File: src/rtl/shift_exec_unit.sv
// shift_exec_unit: regfile sequencer feeding an external shift-left stage and writing back its result
module shift_exec_unit #(
    parameter int NREG = 8,
    parameter int AW   = 3
) (
    input  logic          clk,
    input  logic          rst_n,
    input  logic          cmd_valid,
    output logic          cmd_ready,
    input  logic [AW-1:0] cmd_src,
    input  logic [AW-1:0] cmd_dst,
    input  logic [4:0]    cmd_n,
    input  logic          wr_en,
    input  logic [AW-1:0] wr_addr,
    input  logic [31:0]   wr_data,
    input  logic [AW-1:0] rd_addr,
    output logic [31:0]   rd_data,
    output logic [31:0]   shf_rin,
    output logic [4:0]    shf_n,
    input  logic [31:0]   shf_rx,
    output logic          done,
    output logic [AW-1:0] done_dst
);
    typedef enum logic [1:0] {IDLE, FETCH, EXEC, WRITE} state_t;

    state_t        state;
    logic [31:0]   regs [NREG];
    logic [AW-1:0] src;
    logic [AW-1:0] dst;
    logic [4:0]    n;
    logic [31:0]   result;

    assign rd_data = regs[rd_addr];

    // Command sequencer: latch, fetch operand, capture shifter result, write back
    always_ff @(posedge clk or negedge rst_n) begin
        if (!rst_n) begin
            state     <= IDLE;
            for (int i = 0; i < NREG; i++) regs[i] <= '0;
            src       <= '0;
            dst       <= '0;
            n         <= '0;
            result    <= '0;
            shf_rin   <= '0;
            shf_n     <= '0;
            done      <= 1'b0;
            done_dst  <= '0;
            cmd_ready <= 1'b1;
        end else begin
            case (state)
                IDLE: begin
                    if (wr_en) regs[wr_addr] <= wr_data;
                    if (cmd_valid) begin
                        src       <= cmd_src;
                        dst       <= cmd_dst;
                        n         <= cmd_n;
                        cmd_ready <= 1'b0;
                        state     <= FETCH;
                    end
                end
                FETCH: begin
                    shf_rin <= regs[src];
                    shf_n   <= n;
                    state   <= EXEC;
                end
                EXEC: begin
                    result   <= shf_rx;
                    done     <= 1'b1;
                    done_dst <= dst;
                    state    <= WRITE;
                end
                WRITE: begin
                    regs[dst] <= result;
                    done      <= 1'b0;
                    cmd_ready <= 1'b1;
                    state     <= IDLE;
                end
                default: state <= IDLE;
            endcase
        end
    end
endmodule

File: config.mk
export PLATFORM = sky130hd
export DESIGN_NAME = shift_exec_unit
export DESIGN_NICKNAME = d
export VERILOG_FILES = /design/src/rtl/shift_exec_unit.sv
export SDC_FILE = /design/constraint.sdc
export NUM_CORES = 1
export LEC_CHECK = 0
export BUFFER_PORTS_ARGS = -buffer_cell sky130_fd_sc_hd__buf_2
export CORE_MARGIN = 10
export CORE_UTILIZATION = 45
export CTS_CLUSTER_DIAMETER = 200
export DETAILED_ROUTE_END_ITERATION = 7
export GPL_ROUTABILITY_DRIVEN = 0
export GPL_TIMING_DRIVEN = 0
export PLACE_DENSITY_LB_ADDON = 0.2
export SYNTH_ARGS = -nofsm -noshare
export SYNTH_HDL_FRONTEND = slang
export SYNTH_SLANG_ARGS = --single-unit
File: constraint.sdc
create_clock -name clk -period 2.5 [get_ports clk]
set_input_delay 0 -clock clk [delete_from_list [all_inputs] [get_ports clk]]
set_output_delay 0 -clock clk [all_outputs]
set_load 0.02 [all_outputs]
# == Word level (Yosys, flattened, before mapping) ==
# Cells that the tools add are included.
# Widths: inputs -> output; s select.
# classes
bitwise_logic,4
n_mux,19
n_eq_ne,5
reduce_logical,8
magnitude_cmp,6
# op_table
operator,count
$bwmux 256,2
$pmux 256 s2,1
$mux 256,1
$bmux 32 s3,2
$demux 32 s3,2
$mux 32,6
$ge 4x4->1 const B,4
$not 3->4,4
$lt 4x1->1 const B,2
$pmux 2 s4,1
$reduce_and 2->1,3
$eq 2x2->1 const B,2
$ne 2x2->1 const B,2
$pmux 1 s2,2
$reduce_bool 2->1,2
$eq 2x1->1 const B,1
$logic_and 1x1->1,2
$logic_not 2->1,1
$mux 2,1
$mux 1,1
# totals
out_inout_bits,74
in_bits,85
reg_bits,343
wordCells,60

# == Logic depth before layout (Yosys ltp) ==
# depth
ltp_word,8
depth_mapped,9
depth_no_buf,6

# == Worst setup path before layout ==
# OpenSTA, ideal clock, no wires.
# synth_path
path_kind,register -> register
startpoint,reg state[0]
endpoint,reg regs[75] (netlist bit)
slack_ns,0.719
arrival_ns,1.701
period_less_slack_ns,1.781
path_stages_with_launch,9
t_required_ns,2.421
setup_time_ns,0.079
path_buffers,2
path_cell_list,dfrtp_1 -> inv_1 -> ha_1 -> buf_6 -> nor3b_4 -> nand3_1 -> a21oi_4 -> buf_6 -> a2bb2oi_1
# synth_via
elab_chain_cells,3
word_cells_on_any_way,6
classes_between,eq/ne (2); mux (1); reduce/logical (3)
# synth_rtl
element,line,text
"start, declared",26,state_t state;
"start signal, assigned",38,state <= IDLE;
"start signal, assigned",58,state <= FETCH;
"start signal, assigned",64,state <= EXEC;
$logic_not 2->1 or $eq 2x2->1 (tied branches),50,case (state)
$ne 2x2->1 (no line) or $reduce_bool 2->1 (tied branches),--,
$reduce_and 2->1 (no line),--,
"end signal, assigned by index",52,if (wr_en) regs[wr_addr] <= wr_data;
"end signal, assigned by index",73,regs[dst] <= result;
"end, declared",27,logic [31:0] regs [NREG];
# Parallel ways exist; a longest one is shown, timed or not.
# A chain may end at the register's enable or synchronous reset.

# == Worst setup path after layout ==
# layout_path
startpoint,reg state[0]
endpoint,reg regs[118] (netlist bit)
# Same word-level chain as after synthesis.

==> results by group <==
Run status
  • Outcome: finished, violations left
  • Failing checks: negative hold slack

Synthesis
  • Compound-Gate Fraction of Synth Area: 0.256
  • Synth Area in Simple Gates: 0.0435
  • Async SR Flop Fraction: 1.00
  • #FFs+latches synth: 343
  • Syn Nets: 1947
  • Syn_area_per_cell: 10.5 um^2
  • Largest family of logic cells by synthesized area: compound AO/OA/AOI/OAI gates
  • Adder-cell share of the synthesized area: 0.00257
  • Number of flops mapped to enable cells by yosys: 0
  • Sequential share of the synthesized area: 0.441
  • Mux contribution to synthesized area: 0.189
  • Mapped Cells: 1858
  • XOR/XNOR Fraction of Synth Area: 0
  • Synth Warn #: 0
  • Primary FF master, synth: dfrtp_1
  • Netlist cell types: 42
  • Mapped cell area: 0.0195 mm^2

Finish
  • Most frequent cells in the layout: dfrtp_1 (342), o21ai_0 (271), buf_2 (177)
  • Commonest non-fill, non-tap cell in the layout: dfrtp_1
  • Area Overhead vs Synth: 18.3%
  • Nets@finish: 2196
  • Layout cell share with drive strength beyond 1: 0.222

STA
  • Relative slew slack: 0.205
  • Final Hold Fails: 8
  • Max Clock Skew: 35.2 ps
  • RSZ-0062 raised after global routing: no
  • Slew Viols, Final: 0
  • Period Utilization, post-route: 0.997
  • Setup ws final: 7.80 ps
  • Endpoints failing setup: 0
  • Slew of the pin with the lowest slew margin: 1190 ps
  • Min cycle time layout: 2490 ps
  • Fmax: 401 MHz
  • Hold slack: -17.4 ps

Global route
  • Gr usage total: 0.290
  • Largest net degree at the start of global routing: 120
  • GR Overflow Total: 0
  • Vias in the first global route: 18100
  • GR Util met3: 0.0972
  • Grt met1 use: 0.369
  • Initial antenna violation count: 1
  • First-pass GRT wire length: 115000 um
  • Gr busiest metal: met2
  • Met2 Usage GRT: 0.437

Power
  • Psw: 13.7 mW
  • Worst vdd ir: 0.712 mV
  • Total power: 31.7 mW
  • Comb power frac: 0.486
  • Leak: 9.71 nW
  • Power per Cell Area: 1380 mW/mm^2
  • Switch share: 0.431
  • Flop pwr share: 0.331
  • Internal power: 18.0 mW
  • Clock network power share: 0.183

Clocking
  • Worst-Skew Late Latency: 590 ps
  • Max Buffers Root-to-Sink: 3
  • Inserted Clock Buffers: 40
  • TritonCTS clock tree: built
  • CTS Root Cell: clkbuf_16
  • Clock slew at reported path FFs: 60 ps
  • CTS sink count: 343
  • # H-tree levels: 2

Critical path
  • Critical path peak fanout: 10
  • Worst EP arrival: 3000 ps
  • Crit Path Category: flip-flop to flip-flop
  • Crit path capture type: flip-flop
  • Crit path launch type: flip-flop
  • WP data required: 3010 ps

Min path
  • Hold Path Class: primary input to async pin

Die
  • Die span in y: 228 um
  • DIE AREA: 0.0519 mm^2
  • Initial core utilization: 0.454
  • Die width: 228 um
  • I/O pins: 159
  • Core area: 0.0429 mm^2
  • Cell Rows: 76

Route
  • Final ANT Viol Nets: 0
  • Via/cell ratio: 6.52
  • Via Count: 17800
  • DR WL/cell: 28.7 um
  • Detailed Route WL: 78100 um
  • DRC viols: 0
  • 1st-pass router iterations: 6
  • Drt initial violations: 2349

Place
  • Port buffer count: 120
  • Dpl ws: -221 ps
  • Final HPWL DP: 51200 um

Flow run
  • Max cap viols: 0
path summary, 6_finish.rpt:
| kind | from | end | slack [ps] | cells past startpoint |
|---|---|---|---|---|
| min | rst_n | shf_n[1] | -20 | 2 |
| min reg2reg | n[0] | shf_n[0] | 490 | 1 |
| max in group asynchronous | rst_n | regs[78] | 1270 | 4 |
| max reg2reg | state[0] | regs[118] | 8 | 8 |
| max | state[0] | regs[118] | 8 | 8 |
| min in group clk | wr_en | regs[96] | 90 | 4 |
metal layers:
| metal | up-vias | part of all wire |
|---|---|---|
| met1 | 8881 | 0.39 |
| met5 | - | 0.00014 |
| li1 | 7444 | - |
| met4 | 2 | 0.048 |
| met2 | 1159 | 0.45 |
| met3 | 272 | 0.12 |
kinds of logic after synthesis:
kind of cell,after synthesis
mux,276
compound gates,779
buf+inv,286
fa+ha+maj,4
flops,343
simple gates,170
layout make-up:
type | instances | area (um^2)
fillers | 3907 | 19900
multi-input cells | 1229 | 9550
flip-flops and latches | 343 | 8580
repair buffers | 208 | 1550
plain buffers | 251 | 1220
clock buffers | 63 | 1190
well taps | 585 | 732
inverters | 34 | 128
clock inverters | 8 | 58.8
diodes | 1 | 2.50
flip-flops by register name, summed over array words and instances (netlist names):
signal / cells
cmd_ready: 1
done: 1
done_dst: 3
dst: 3
n: 5
regs: 256
result: 32
shf_n: 5
shf_rin: 32
src: 3
state: 2
power by group through the flow:
stage / Clock, mW / Combinational, mW / Sequential (mW)
floorplan: 0 / 9.82 / 10.2
global placement: 0 / 14.5 / 10.3
detailed placement: 0 / 14.9 / 10.4
CTS: 5.82 / 15.0 / 10.4
global route: 6.05 / 16.4 / 10.8
finish: 5.78 / 15.4 / 10.5
what timing repair did:
item / CTS / global route
hold endpoints to repair: 495 / 0
gates resized for setup: 7 / 13
setup buffers: 0 / 3
hold buffers: 82 / 0
pin swaps: 0 / 0
setup endpoints to repair: 36 / 94
stage by stage:
step                cell area (um^2)  hold slack, ps  instances  utilization  setup TNS [ps]
floorplan                      19500            -296       1858            -               0
global placement               20800             231       2563        0.485        -1882940
detailed placement             20900            6.13       2566        0.487           -5480
CTS                            23000            3.07       2718        0.535               0
global route                   23000            41.7       2721        0.537               0
finish                         23000           -17.4       2722        0.537               0
worst max-delay path, cell delays in order (launching register included):
cell and delay (ps):
dfrtp_1 390, inv_1 80, ha_1 200, buf_6 140, nor3b_4 160, nand3b_1 320
clkbuf_1 680, o21ai_0 250, a2bb2oi_1 210
Yosys cell counts, drive strengths merged, types with 2 or more instances:
master,n,share of area
a21oi,167,0.045
mux2i,129,0.067
nor4bb,2,0.0010
inv,34,0.0066
and2b,3,0.0012
dfrtp,342,0.44
buf,109,0.032
ha,4,0.0026
o21bai,3,0.0017
clkbuf,143,0.030
mux2,83,0.048
mux4,64,0.074
a2bb2oi,160,0.073
nand3,36,0.0093
nor2,9,0.0017
nand2,103,0.020
nor3b,2,0.0016
o21ai,289,0.074
nor4b,2,0.0024
nor2b,3,0.00096
a22oi,160,0.062
and4b,2,0.0010
No activity file was read; power rests on OpenSTA's default activity.
